[config.mk]
export PLATFORM = sky130hd
export DESIGN_NAME = spi_flash_arbiter
export DESIGN_NICKNAME = d
export VERILOG_FILES = /design/src/rtl/spi_arb_pkg.sv /design/src/rtl/sync_bit.sv /design/src/rtl/spi_flash_arbiter.sv
export SDC_FILE = /design/constraint.sdc
export NUM_CORES = 1
export LEC_CHECK = 0
export ABC_AREA = 1
export BUFFER_PORTS_ARGS = -buffer_cell sky130_fd_sc_hd__clkbuf_2
export CORE_MARGIN = 2
export CORE_UTILIZATION = 50
export DETAILED_ROUTE_END_ITERATION = 8
export PLACE_DENSITY = 0.75
export RECOVER_POWER = 25
export SKIP_CTS_REPAIR_TIMING = 1
export SYNTH_ARGS = -nofsm -noshare
export SYNTH_HDL_FRONTEND = slang
export SYNTH_SLANG_ARGS = --single-unit
[constraint.sdc]
create_clock -name i_sysclk -period 1.8 [get_ports i_sysclk]
set_input_delay 0.09 -clock i_sysclk [delete_from_list [all_inputs] [get_ports i_sysclk]]
set_output_delay 0.09 -clock i_sysclk [all_outputs]
set_load 0.01 [all_outputs]
[src/rtl/spi_arb_pkg.sv]
// rtl/spi_arb_pkg.sv - shared constants for the SPI flash arbiter
package spi_arb_pkg;

  localparam logic [1:0] ST_IDLE    = 2'd0;
  localparam logic [1:0] ST_OWN0    = 2'd1;
  localparam logic [1:0] ST_OWN1    = 2'd2;
  localparam logic [1:0] ST_HOLDOFF = 2'd3;

  localparam int REQ_DSP = 0;
  localparam int REQ_CPU = 1;

endpackage

[src/rtl/sync_bit.sv]
// rtl/sync_bit.sv - multi-flop synchroniser for one asynchronous request bit
module sync_bit #(
  parameter int STAGES = 2
) (
  input  logic i_clk,
  input  logic i_resetn,
  input  logic i_d,
  output logic o_q
);

  logic [STAGES-1:0] r_chain;

  always_ff @(posedge i_clk) begin
    if (!i_resetn) begin
      r_chain <= '0;
    end else begin
      r_chain[0] <= i_d;
      for (int k = 1; k < STAGES; k++) begin
        r_chain[k] <= r_chain[k-1];
      end
    end
  end

  assign o_q = r_chain[STAGES-1];

endmodule

[src/rtl/spi_flash_arbiter.sv]
// rtl/spi_flash_arbiter.sv - round-robin owner of the shared SPI boot flash
// Only chip-select crosses into sysclk; the SPI datapath is a pure mux on grant.
module spi_flash_arbiter
  import spi_arb_pkg::*;
#(
  parameter int   SYNC_STAGES    = 2,
  parameter int   HOLDOFF_CYCLES = 4,
  parameter logic CPOL           = 1'b0
) (
  input  logic       i_sysclk,
  input  logic       i_reset_INV,
  input  logic       i_enable,
  input  logic [1:0] i_req_cs_INV,
  input  logic [1:0] i_req_clk,
  input  logic [1:0] i_req_mosi,
  output logic [1:0] o_req_miso,
  output logic       o_flash_clk,
  output logic       o_flash_mosi,
  output logic       o_flash_cs_INV,
  input  logic       i_flash_miso,
  output logic [1:0] o_grant,
  output logic [1:0] o_conflict,
  input  logic       i_conflict_clear
);

  localparam logic [3:0] HOLD_LOAD = 4'(HOLDOFF_CYCLES - 1);

  logic [1:0] w_s_req;
  logic [1:0] w_elig;
  logic [1:0] w_set;
  logic [1:0] w_next_state;
  logic       w_cs_active;

  logic [1:0] r_state;
  logic [1:0] r_grant;
  logic [1:0] r_stale;
  logic [1:0] r_conflict;
  logic       r_last_owner;
  logic [3:0] r_hold_cnt;

  for (genvar g = 0; g < 2; g++) begin : g_sync
    sync_bit #(.STAGES(SYNC_STAGES)) u_sync (
      .i_clk    (i_sysclk),
      .i_resetn (i_reset_INV),
      .i_d      (~i_req_cs_INV[g]),
      .o_q      (w_s_req[g])
    );
  end

  assign w_elig = w_s_req & ~r_stale;

  // w_set marks the requester that loses this cycle: it is flagged and made stale.
  always_comb begin
    w_next_state = r_state;
    w_set        = 2'b00;
    case (r_state)
      ST_IDLE: begin
        if (i_enable) begin
          if (w_elig == 2'b11) begin
            w_next_state = r_last_owner ? ST_OWN0 : ST_OWN1;
            w_set        = r_last_owner ? 2'b10 : 2'b01;
          end else if (w_elig[REQ_DSP]) begin
            w_next_state = ST_OWN0;
          end else if (w_elig[REQ_CPU]) begin
            w_next_state = ST_OWN1;
          end
        end
      end
      ST_OWN0: begin
        w_set[REQ_CPU] = w_s_req[REQ_CPU];
        if (!w_s_req[REQ_DSP] || !i_enable) w_next_state = ST_HOLDOFF;
      end
      ST_OWN1: begin
        w_set[REQ_DSP] = w_s_req[REQ_DSP];
        if (!w_s_req[REQ_CPU] || !i_enable) w_next_state = ST_HOLDOFF;
      end
      ST_HOLDOFF: begin
        if (r_hold_cnt == 4'd0) w_next_state = ST_IDLE;
      end
      default: w_next_state = ST_IDLE;
    endcase
  end

  always_ff @(posedge i_sysclk) begin
    if (!i_reset_INV) begin
      r_state      <= ST_IDLE;
      r_grant      <= 2'b00;
      r_stale      <= 2'b00;
      r_conflict   <= 2'b00;
      r_last_owner <= 1'b1;
      r_hold_cnt   <= 4'd0;
    end else begin
      r_state    <= w_next_state;
      r_grant    <= {w_next_state == ST_OWN1, w_next_state == ST_OWN0};
      r_stale    <= (r_stale | w_set) & w_s_req;
      r_conflict <= (r_conflict & ~{2{i_conflict_clear}}) | w_set;
      if (w_next_state == ST_OWN0) r_last_owner <= 1'b0;
      else if (w_next_state == ST_OWN1) r_last_owner <= 1'b1;
      if (r_state != ST_HOLDOFF && w_next_state == ST_HOLDOFF) begin
        r_hold_cnt <= HOLD_LOAD;
      end else if (r_state == ST_HOLDOFF && r_hold_cnt != 4'd0) begin
        r_hold_cnt <= r_hold_cnt - 4'd1;
      end
    end
  end

  // Raw CS (not the synchronised copy) so the flash deselects the instant the owner lets go.
  assign w_cs_active = (r_grant[REQ_DSP] & ~i_req_cs_INV[REQ_DSP]) |
                       (r_grant[REQ_CPU] & ~i_req_cs_INV[REQ_CPU]);

  always_comb begin
    o_flash_clk  = CPOL;
    o_flash_mosi = 1'b0;
    if (r_grant[REQ_DSP]) begin
      o_flash_clk  = i_req_clk[REQ_DSP];
      o_flash_mosi = i_req_mosi[REQ_DSP];
    end else if (r_grant[REQ_CPU]) begin
      o_flash_clk  = i_req_clk[REQ_CPU];
      o_flash_mosi = i_req_mosi[REQ_CPU];
    end
  end

  assign o_flash_cs_INV = ~w_cs_active;
  assign o_req_miso[REQ_DSP] = r_grant[REQ_DSP] ? i_flash_miso : 1'b1;
  assign o_req_miso[REQ_CPU] = r_grant[REQ_CPU] ? i_flash_miso : 1'b1;
  assign o_grant    = r_grant;
  assign o_conflict = r_conflict;

endmodule

**Yosys cells after proc, flatten, opt, wreduce, memory -nomap -nowiden**

Index checks and enable logic that the tools add are counted.

- Register bits after elaboration: 17
- Latch bits: 0
- Memory bits (writable): 0
- ROM bits: 0
- Output and inout bits: 9
- Memories kept: 0

- Add/subtract/negate cells: 1
- Multipliers: 0
- Div/mod/pow operators: 0
- $lt $le $gt $ge: 0
- Equality and inequality tests: 8
- Shifts and indexed selects: 0
- Muxes and demuxes: 24
- Bitwise logic cells: 14
- Reduce and logical (&&, ||, !) cells: 13

Operators by type and width:

| kind | count |
|---|---|
| 2-bit two-way mux | 13 |
| 2-bit equality test (second input constant) | 5 |
| 1-bit two-way mux | 8 |
| 2-bit case mux with 4 select lines | 1 |
| 2-bit bitwise AND | 3 |
| 2-bit by 1-bit equality test with 1-bit output (second input constant) | 2 |
| 4-bit zero test | 1 |
| 1-bit inverter | 4 |
| 2-bit inverter | 2 |
| 2-bit bitwise OR | 2 |
| 1-bit case mux with 2 select lines | 2 |
| 2-bit nonzero test | 2 |
| 4-bit nonzero test | 1 |
| 4-bit by 1-bit subtractor with 4-bit output (second input constant) | 1 |
| 1-bit zero test | 3 |
| 1-bit bitwise AND | 2 |
| 1-bit logical AND | 2 |
| 2-bit zero test | 1 |
| 1-bit logical OR | 2 |
| 2-bit != test (second input constant) | 1 |
| 2-bit OR reduction | 1 |
| 1-bit bitwise OR | 1 |

**Depth between registers and ports, before layout**

Gate-level depths: netlist of the first run.

- Depth in word-level cells: 10
- Mapped depth: 15
- Gate-level depth less buffers: 15

**Hierarchy**

From an unflattened synthesis of the first run, not the netlist that was laid out.

- Cell total of the unflattened synthesis: 144
- Area, all modules: 913.4 um^2

Modules (own cells, without submodules):

| module | times used | cells an instance | area an instance (um^2) | seq. area each (um^2) |
|---|---|---|---|---|
| spi_flash_arbiter | 1 | 132 | 803.3 | 260.2 |
| sync_bit | 2 | 6 | 55.1 | 40.0 |

**Least setup slack after synthesis of the first run**

OpenSTA, ideal clock, no wires.

- Kind: reg2reg
- Start point: register r_hold_cnt[0]
- End point: register r_hold_cnt[0]
- Setup time: 117 ps
- Arrival time: 1,438 ps
- Setup slack: 245 ps
- Cell stages (with the launch flop): 15
- Path buffers: 0
- Clock period less this slack: 1,555 ps
- Cell sequence: dfxtp_1 -> inv_1 -> ha_1 -> nand2_1 -> inv_1 -> nand2_1 -> o21ai_0 -> inv_1 -> nand2_1 -> inv_1 -> ha_1 -> nand2_1 -> inv_1 -> nor3_1 -> nor2_1

- Word-level cells in the longest chain between the ends: 6

RTL lines:

| element | line | source |
|---|---|---|
| start, declared | spi_flash_arbiter.sv:39 | `logic [3:0] r_hold_cnt;` |
| start signal, assigned | spi_flash_arbiter.sv:102 | `r_hold_cnt <= r_hold_cnt - 4'd1;` |
| 4-bit zero test * | spi_flash_arbiter.sv:78 | `if (r_hold_cnt == 4'd0) w_next_state = ST_IDLE;` |
| 2-bit two-way mux * | spi_flash_arbiter.sv:78 |  |
| 2-bit case mux with 4 select lines * | spi_flash_arbiter.sv:56 | `case (r_state)` |
| via w_next_state[0] | spi_flash_arbiter.sv:31 | `logic [1:0] w_next_state;` |
| 2-bit equality test * | spi_flash_arbiter.sv:99 | `if (r_state != ST_HOLDOFF && w_next_state == ST_HOLDOFF) begin` |
| 1-bit logical AND * | spi_flash_arbiter.sv:99 |  |
| 2-bit two-way mux or 2-bit nonzero test (tied branches) | - |  |

Mark *: on every way through the listed nets, which the timed path passes. The rest lies on a longest branch. The select of a mux whose other input is x is not followed.
A chain may end at the register's enable or synchronous reset.

**Final worst setup path of the first run**

- Start point: register r_hold_cnt[0]
- End point: register r_hold_cnt[2]

- Word-level cells in the longest chain between the ends: 6

RTL lines:

| element | line |
|---|---|
| 4-bit zero test | spi_flash_arbiter.sv:78 |
| 2-bit two-way mux | spi_flash_arbiter.sv:78 |
| 2-bit case mux with 4 select lines | spi_flash_arbiter.sv:56 |
| via w_next_state[0] | spi_flash_arbiter.sv:31 |
| 2-bit equality test | spi_flash_arbiter.sv:99 |
| 1-bit logical AND | spi_flash_arbiter.sv:99 |
| 2-bit OR reduction (no source line) | - |

The timed path passes the listed nets, and every way through them passes these cells.

==> results.yml, run 1 <==
outcome:
  run_status: "complete, no violations"
setup_path:
  reg2reg_slack_ns: 0.18
  setup.worst_path.end_class: "flop"
  crit_path_max_fo: 3
  critPathArrivalTime_ns: 1.87
  reg2reg_to: "r_hold_cnt[2]$_SDFFE_PP0P_"
  criticalPathCategory: "reg2reg"
  worstPathRequired_ns: 2.04
  kind_of_start_point_of_the_critical_path: "flop"
  ff2ff_path_depth: 15
  r2r_start: "r_hold_cnt[0]$_SDFFE_PN0P_"
synthesis:
  synth_async_sr_flop_share: 0
  syn_avg_cell_area_sq_um: 6.44
  syn-num-nets: 149
  synth-edff-count: 0
  synth_cell_types: 17
  most_common_cell_in_the_synthesized_netlist: "nand2_1"
  ys_seq_elements: 17
  yosys_most_used_dff: "dfxtp_1"
  synthesis.yosys.warnings: 0
  synth_top_cells_by_area: "dfxtp_1 39%, nand2_1 16%, inv_1 12%, nand3_1 8.7%, nor2_1 6.5%"
  synthesis.area_sq_um: 863
  cell_type_with_the_largest_total_area_after_synthesis: "dfxtp_1"
  netlist_top_cells_count: "36 x nand2_1, 28 x inv_1, 17 x dfxtp_1, 15 x nand3_1, 15 x nor2_1"
  postSynthCellCount: 134
  post-synth-top-area-fraction: 0.394
  synth-seq-area-share: 0.394
job:
  max-cap-violations: 0
sta:
  finalHoldWorstSlack_ns: 0.107
  setup_violations: 0
  clock-skew-final_ns: 0.00447
  tightestPinTransition_ns: 0.236
  timing.final.max_slew_violations: 0
  hold_viol: 0
  maxClockFrequency_mhz: 616
  layout_setup_ws_ns: 0.176
  max_slew_margin: 0.842
  min_period_over_period: 0.902
  final.min_clock_period_ns: 1.62
finish:
  diodes: 0
  area_growth_pct: 22.8
  drive_above_1_share: 0.250
  layout.nets: 176
floorplan:
  floorplan.io_pins: 20
  area_of_the_die_sq_um: 2080
  core_area_sq_um: 1670
  floorplan.rows: 15
  die_height_microns: 45.6
  width_of_the_die_microns: 45.6
  starting_density: 0.517
power:
  cellLeakagePower_nw: 0.597
  power.switching_w: 0.000380
  comb_power_share: 0.351
  power_per_cell_area_nw_per_um2: 988
  sw_frac_of_total: 0.363
  ir_drop_mv: 0.704
  power_frac_clock: 0.194
  share_seq_of_total_power: 0.455
  cell_internal_pwr_w: 0.000667
  finalPower_w: 0.00105
clocking:
  worst_skew_pair.late_latency_ns: 0.29
  ctsHtreeMaxLevel: 1
  cts.clk_slew.worst_paths_ns: 0.10
  clock-root-buffer: "clkbuf_4"
  tritoncts_num_sinks: 17
  tritoncts_clock_tree: "built"
  num_cts_buffers: 3
  cts.path.max_buffers: 2
detailed_routing:
  finalWirelength_microns: 1710
  detailroute.wirelength.met2_microns: 846
  dr_total_vias: 832
  route.top_layer_used: "met4"
  routedLengthMet1_microns: 737
  number_of_detailed_route_iterations_in_the_first_pass: 4
  initialDrtViolationCount: 14
  vias_per_cell: 4.70
  remaining_antenna_violation_count_after_routing: 0
  avgRoutedWirePerCell_microns: 9.68
  dr_wl_met3_microns: 91
  drc: 0
global_route:
  grt_pass1_wl_microns: 2900
  globalRoute.totalOverflow: 0
  global_routing_usage_summed_across_all_routing_layers: 0.196
  antenna_violations_before_repair: 0
  number_of_global_route_vias_before_repair: 757
  grt_start_max_net_pins: 11
min_path:
  hold-path-cell-count: 3
  hold_path.startpoint: "i_reset_INV"
  endpoint_of_the_worst_hold_path: "g_sync[1].u_sync.r_chain[1]$_SDFF_PN0_"
  hold_path_class: "in2reg"
place:
  io_buf_count: 19
  detailed_place_hpwl_microns: 1280
  detailedPlace.worstSlack_ns: 0.0751
  place.gp.congestion: 0.866
## metal layers
layer / global-route usage / vias up
met5: 0 / -
met4: 0.129 / 0
met3: 0.0556 / 5
met2: 0.313 / 23
met1: 0.226 / 353
li1: - / 451
## power groups by stage
stage / Sequential, W / Combinational [W] / Clock, W
4_1_cts: 0.000469 / 0.000309 / 0.000210
3_5_place_dp: 0.000477 / 0.000307 / 0
5_1_grt: 0.000485 / 0.000423 / 0.000233
6_report: 0.000476 / 0.000368 / 0.000203
2_1_floorplan: 0.000472 / 0.000224 / 0
3_3_place_gp: 0.000475 / 0.000296 / 0
## cell families after synthesis
family | synth area share
AO/OA/AOI/OAI | 0.0507
adder cells (fa/ha/maj) | 0.0580
buffers and inverters | 0.146
flip-flops | 0.394
AND/OR/NAND/NOR | 0.351
## worst max-delay path by stage
stage | from | end | slack (ns) | depth (start not counted)
floorplan | r_hold_cnt[0]$_SDFFE_PN0P_ | r_hold_cnt[0]$_SDFFE_PN0P_ | 0.25 | 14
global placement | r_hold_cnt[0]$_SDFFE_PN0P_ | r_hold_cnt[0]$_SDFFE_PN0P_ | 0.16 | 14
detailed placement | r_hold_cnt[0]$_SDFFE_PN0P_ | r_hold_cnt[2]$_SDFFE_PP0P_ | 0.08 | 15
CTS | r_hold_cnt[0]$_SDFFE_PN0P_ | r_hold_cnt[2]$_SDFFE_PP0P_ | 0.05 | 15
global route | r_state[1]$_SDFF_PN0_ | r_hold_cnt[2]$_SDFFE_PP0P_ | -0.01 | 13
finish | r_hold_cnt[0]$_SDFFE_PN0P_ | r_hold_cnt[2]$_SDFFE_PP0P_ | 0.18 | 15
## registers in the layout, summed over array words and instances (netlist names)
| signal | flops |
|---|---|
| o_grant | 2 |
| o_conflict | 2 |
| r_state | 2 |
| r_hold_cnt | 4 |
| r_stale | 2 |
| g_sync.u_sync.r_chain | 4 |
| r_last_owner | 1 |
## critical path: stages (launching register included)
cell and delay, ns:
dfxtp_2 0.34, inv_2 0.07, ha_4 0.14, nand2_2 0.06, inv_1 0.06, nand2_1 0.06, o21ai_1 0.08, inv_1 0.06
nand2_2 0.06, inv_1 0.06, ha_1 0.19, nand2_2 0.07, inv_2 0.04, nor2_2 0.11, o21ai_1 0.08, nor2_1 0.09
## metrics by stage
stage	util	TNS [ns]	instances	cell area [sq um]
floorplan	-	0	134	863
global placement	0.584	0	169	975
detailed placement	0.584	0	169	975
CTS	0.600	0	173	1000
global route	0.634	-0.0103	177	1060
finish	0.634	0	177	1060
## cell usage in the layout, fill, tap and decap left out
| cell | synthesis | layout |
|---|---|---|
| nand2_1 | 36 | 33 |
| inv_1 | 28 | 25 |
| nand3_1 | 15 | 15 |
| dfxtp_1 | 17 | 15 |
| clkbuf_2 | 0 | 15 |
| nor2_1 | 15 | 14 |
| nand2_2 | 4 | 7 |
| inv_2 | 3 | 5 |
| clkbuf_1 | 0 | 4 |
| ha_1 | 4 | 3 |
| clkbuf_4 | 0 | 3 |
| nor2_2 | 1 | 2 |
| o21ai_1 | 1 | 2 |
| a21oi_1 | 2 | 2 |
| o21ai_0 | 3 | 2 |
| clkinv_2 | 1 | 2 |
| dlygate4sd3_1 | 0 | 2 |
| dfxtp_2 | 0 | 2 |
| buf_4 | 0 | 2 |
| o211ai_1 | 1 | 1 |
| inv_4 | 0 | 1 |
| o22ai_1 | 1 | 1 |
| nor3_1 | 1 | 1 |
| ha_4 | 0 | 1 |
## layout make-up
cell class,count,area (sq um)
Inverter,32,124
Clock buffer,3,22.5
Sequential cell,17,343
Clock inverter,1,5.00
Timing Repair Buffer,23,125
Tap cell,17,21.3
Multi-Input combinational cell,84,419
Fill cell,157,611
Note: power is estimated with default switching activity, not from simulation.
==> inputs of run 2 (changes only) <==
CORE_MARGIN = unset   (was 2)
SLEW_MARGIN = 20   (was unset)
==> run 2 against run 1 <==
Highest routed layer unchanged. Via count grew 4.6%. Flip-flop and latch count unchanged. Sequential share of layout area about the same. Fmax fell by 2.0%. Wire length up 2.0%. Count of clock-buffer cells in the layout unchanged. Sequential power is essentially flat. Global-route usage rose by 0.69 points. Clock skew up 0.0055 ns. Utilization is 4.8 points higher. Non-clock buffer count rose by 1. Critical path depth stayed put.
==> results.yml, run 2 (synthesis results as in run 1) <==
global_route:
  number_of_global_route_vias_before_repair: 737
  globalRoute.totalOverflow: 0
  grt_start_max_net_pins: 11
  grt_pass1_wl_microns: 2860
  antenna_violations_before_repair: 0
  global_routing_usage_summed_across_all_routing_layers: 0.203
sta:
  hold_viol: 0
  maxClockFrequency_mhz: 604
  final.min_clock_period_ns: 1.66
  finalHoldWorstSlack_ns: 0.102
  timing.final.max_slew_violations: 0
  tightestPinTransition_ns: 0.243
  min_period_over_period: 0.921
  max_slew_margin: 0.838
  setup_violations: 0
  clock-skew-final_ns: 0.00995
setup_path:
  kind_of_start_point_of_the_critical_path: "flop"
  criticalPathCategory: "reg2reg"
  critPathArrivalTime_ns: 1.89
  worstPathRequired_ns: 2.03
  crit_path_max_fo: 3
  setup.worst_path.end_class: "flop"
detailed_routing:
  remaining_antenna_violation_count_after_routing: 0
  vias_per_cell: 4.92
  drc: 0
  number_of_detailed_route_iterations_in_the_first_pass: 6
  avgRoutedWirePerCell_microns: 9.87
  initialDrtViolationCount: 20
  dr_total_vias: 870
  finalWirelength_microns: 1750
place:
  placed_cells: 168
  detailed_place_hpwl_microns: 1250
  place.gp.congestion: 0.860
  placed_area_sq_um: 973
  io_buf_count: 19
clocking:
  worst_skew_pair.late_latency_ns: 0.29
  ctsHtreeMaxLevel: 1
  tritoncts_num_sinks: 17
  cts.path.max_buffers: 2
  clock-root-buffer: "clkbuf_4"
  cts.clk_slew.worst_paths_ns: 0.11
  tritoncts_clock_tree: "built"
  num_cts_buffers: 3
finish:
  post_layout_nonfiller_instances: 177
  layout_commonest_cell: "nand2_1"
  layout.cell_area.non_filler_sq_um: 1060
  diodes: 0
  most-common-layout-cells: "34 x nand2_1, 26 x inv_1, 16 x clkbuf_2"
  drive_above_1_share: 0.255
  layout.nets: 177
  area_growth_pct: 23.2
  biggestRegsByFlops: "g_sync.u_sync.r_chain x4, r_hold_cnt x4"
power:
  cellLeakagePower_nw: 0.606
  power_per_cell_area_nw_per_um2: 993
  ir_drop_mv: 0.738
floorplan:
  width_of_the_die_microns: 43.6
  floorplan.io_pins: 20
  core_area_sq_um: 1560
  floorplan.rows: 14
  starting_density: 0.554
  area_of_the_die_sq_um: 1900
  die_height_microns: 43.6
outcome:
  run_status: "complete, no violations"
job:
  max-cap-violations: 0
min_path:
  hold_path_class: "in2reg"
## run 2: cell count changes in the layout (fill, tap and decap cells not counted)
cell / change
buf_4: +1
clkbuf_1: -1
clkbuf_2: +1
dfxtp_1: -1
dfxtp_2: +1
inv_1: +1
inv_4: -1
nand2_1: +1
nand2_2: -1
## run 2: cell type report
type / instances / area [sq um]
tap: 16 / 20.0
timing repair buffer: 24 / 134
inverter: 32 / 121
fill: 138 / 495
clock inverter: 1 / 5.00
multi-input combinational: 84 / 417
sequential: 17 / 344
clock buffer: 3 / 22.5
## run 2: metrics by stage
| step | total power [W] | setup TNS, ns | utilization | setup WS [ns] |
|---|---|---|---|---|
| 4_1_cts | 0.000993 | 0 | 0.642 | 0.0632 |
| 3_5_place_dp | 0.000780 | 0 | 0.624 | 0.103 |
| 6_report | 0.00106 | 0 | 0.682 | 0.143 |
| 5_1_grt | 0.00114 | -0.0563 | 0.682 | -0.0403 |
| 3_3_place_gp | 0.000769 | 0 | 0.624 | 0.166 |
| 2_1_floorplan | 0.000696 | 0 | - | 0.245 |
## run 2: final timing paths
| check | from | end | slack, ns | depth (start not counted) |
|---|---|---|---|---|
| worst max-delay path | r_hold_cnt[1]$_SDFFE_PN0P_ | r_hold_cnt[3]$_SDFFE_PP0P_ | 0.14 | 15 |
| worst min-delay path | i_reset_INV | g_sync[1].u_sync.r_chain[1]$_SDFF_PN0_ | 0.10 | 3 |
| worst max register to register | r_hold_cnt[1]$_SDFFE_PN0P_ | r_hold_cnt[3]$_SDFFE_PP0P_ | 0.14 | 15 |
| worst min register to register | g_sync[1].u_sync.r_chain[0]$_SDFF_PN0_ | g_sync[1].u_sync.r_chain[1]$_SDFF_PN0_ | 0.41 | 2 |
## run 2: worst max-delay path, cell delays in order (launching register included)
cell	delay, ns
dfxtp_1	0.32
inv_2	0.08
ha_4	0.14
nand2_2	0.06
inv_1	0.05
nand2_1	0.06
o21ai_1	0.10
inv_1	0.07
nand2_2	0.08
inv_1	0.06
ha_1	0.17
nand2_1	0.07
inv_1	0.06
nor2_2	0.12
nand2_1	0.06
nor2_1	0.10
## run 2: power breakdown
part	internal [W]	switching (W)	total [W]
combinational	0.000164	0.000211	0.000375
sequential	0.000426	0.0000484	0.000475
clock	0.0000827	0.000124	0.000206
## run 2: routing by layer
layer / wire [microns] / up-vias / track usage
met5: 0 / - / 0
met2: 845 / 20 / 0.325
met4: 10 / 0 / 0.0750
met1: 811 / 396 / 0.264
met3: 79 / 2 / 0.0500
li1: - / 452 / -
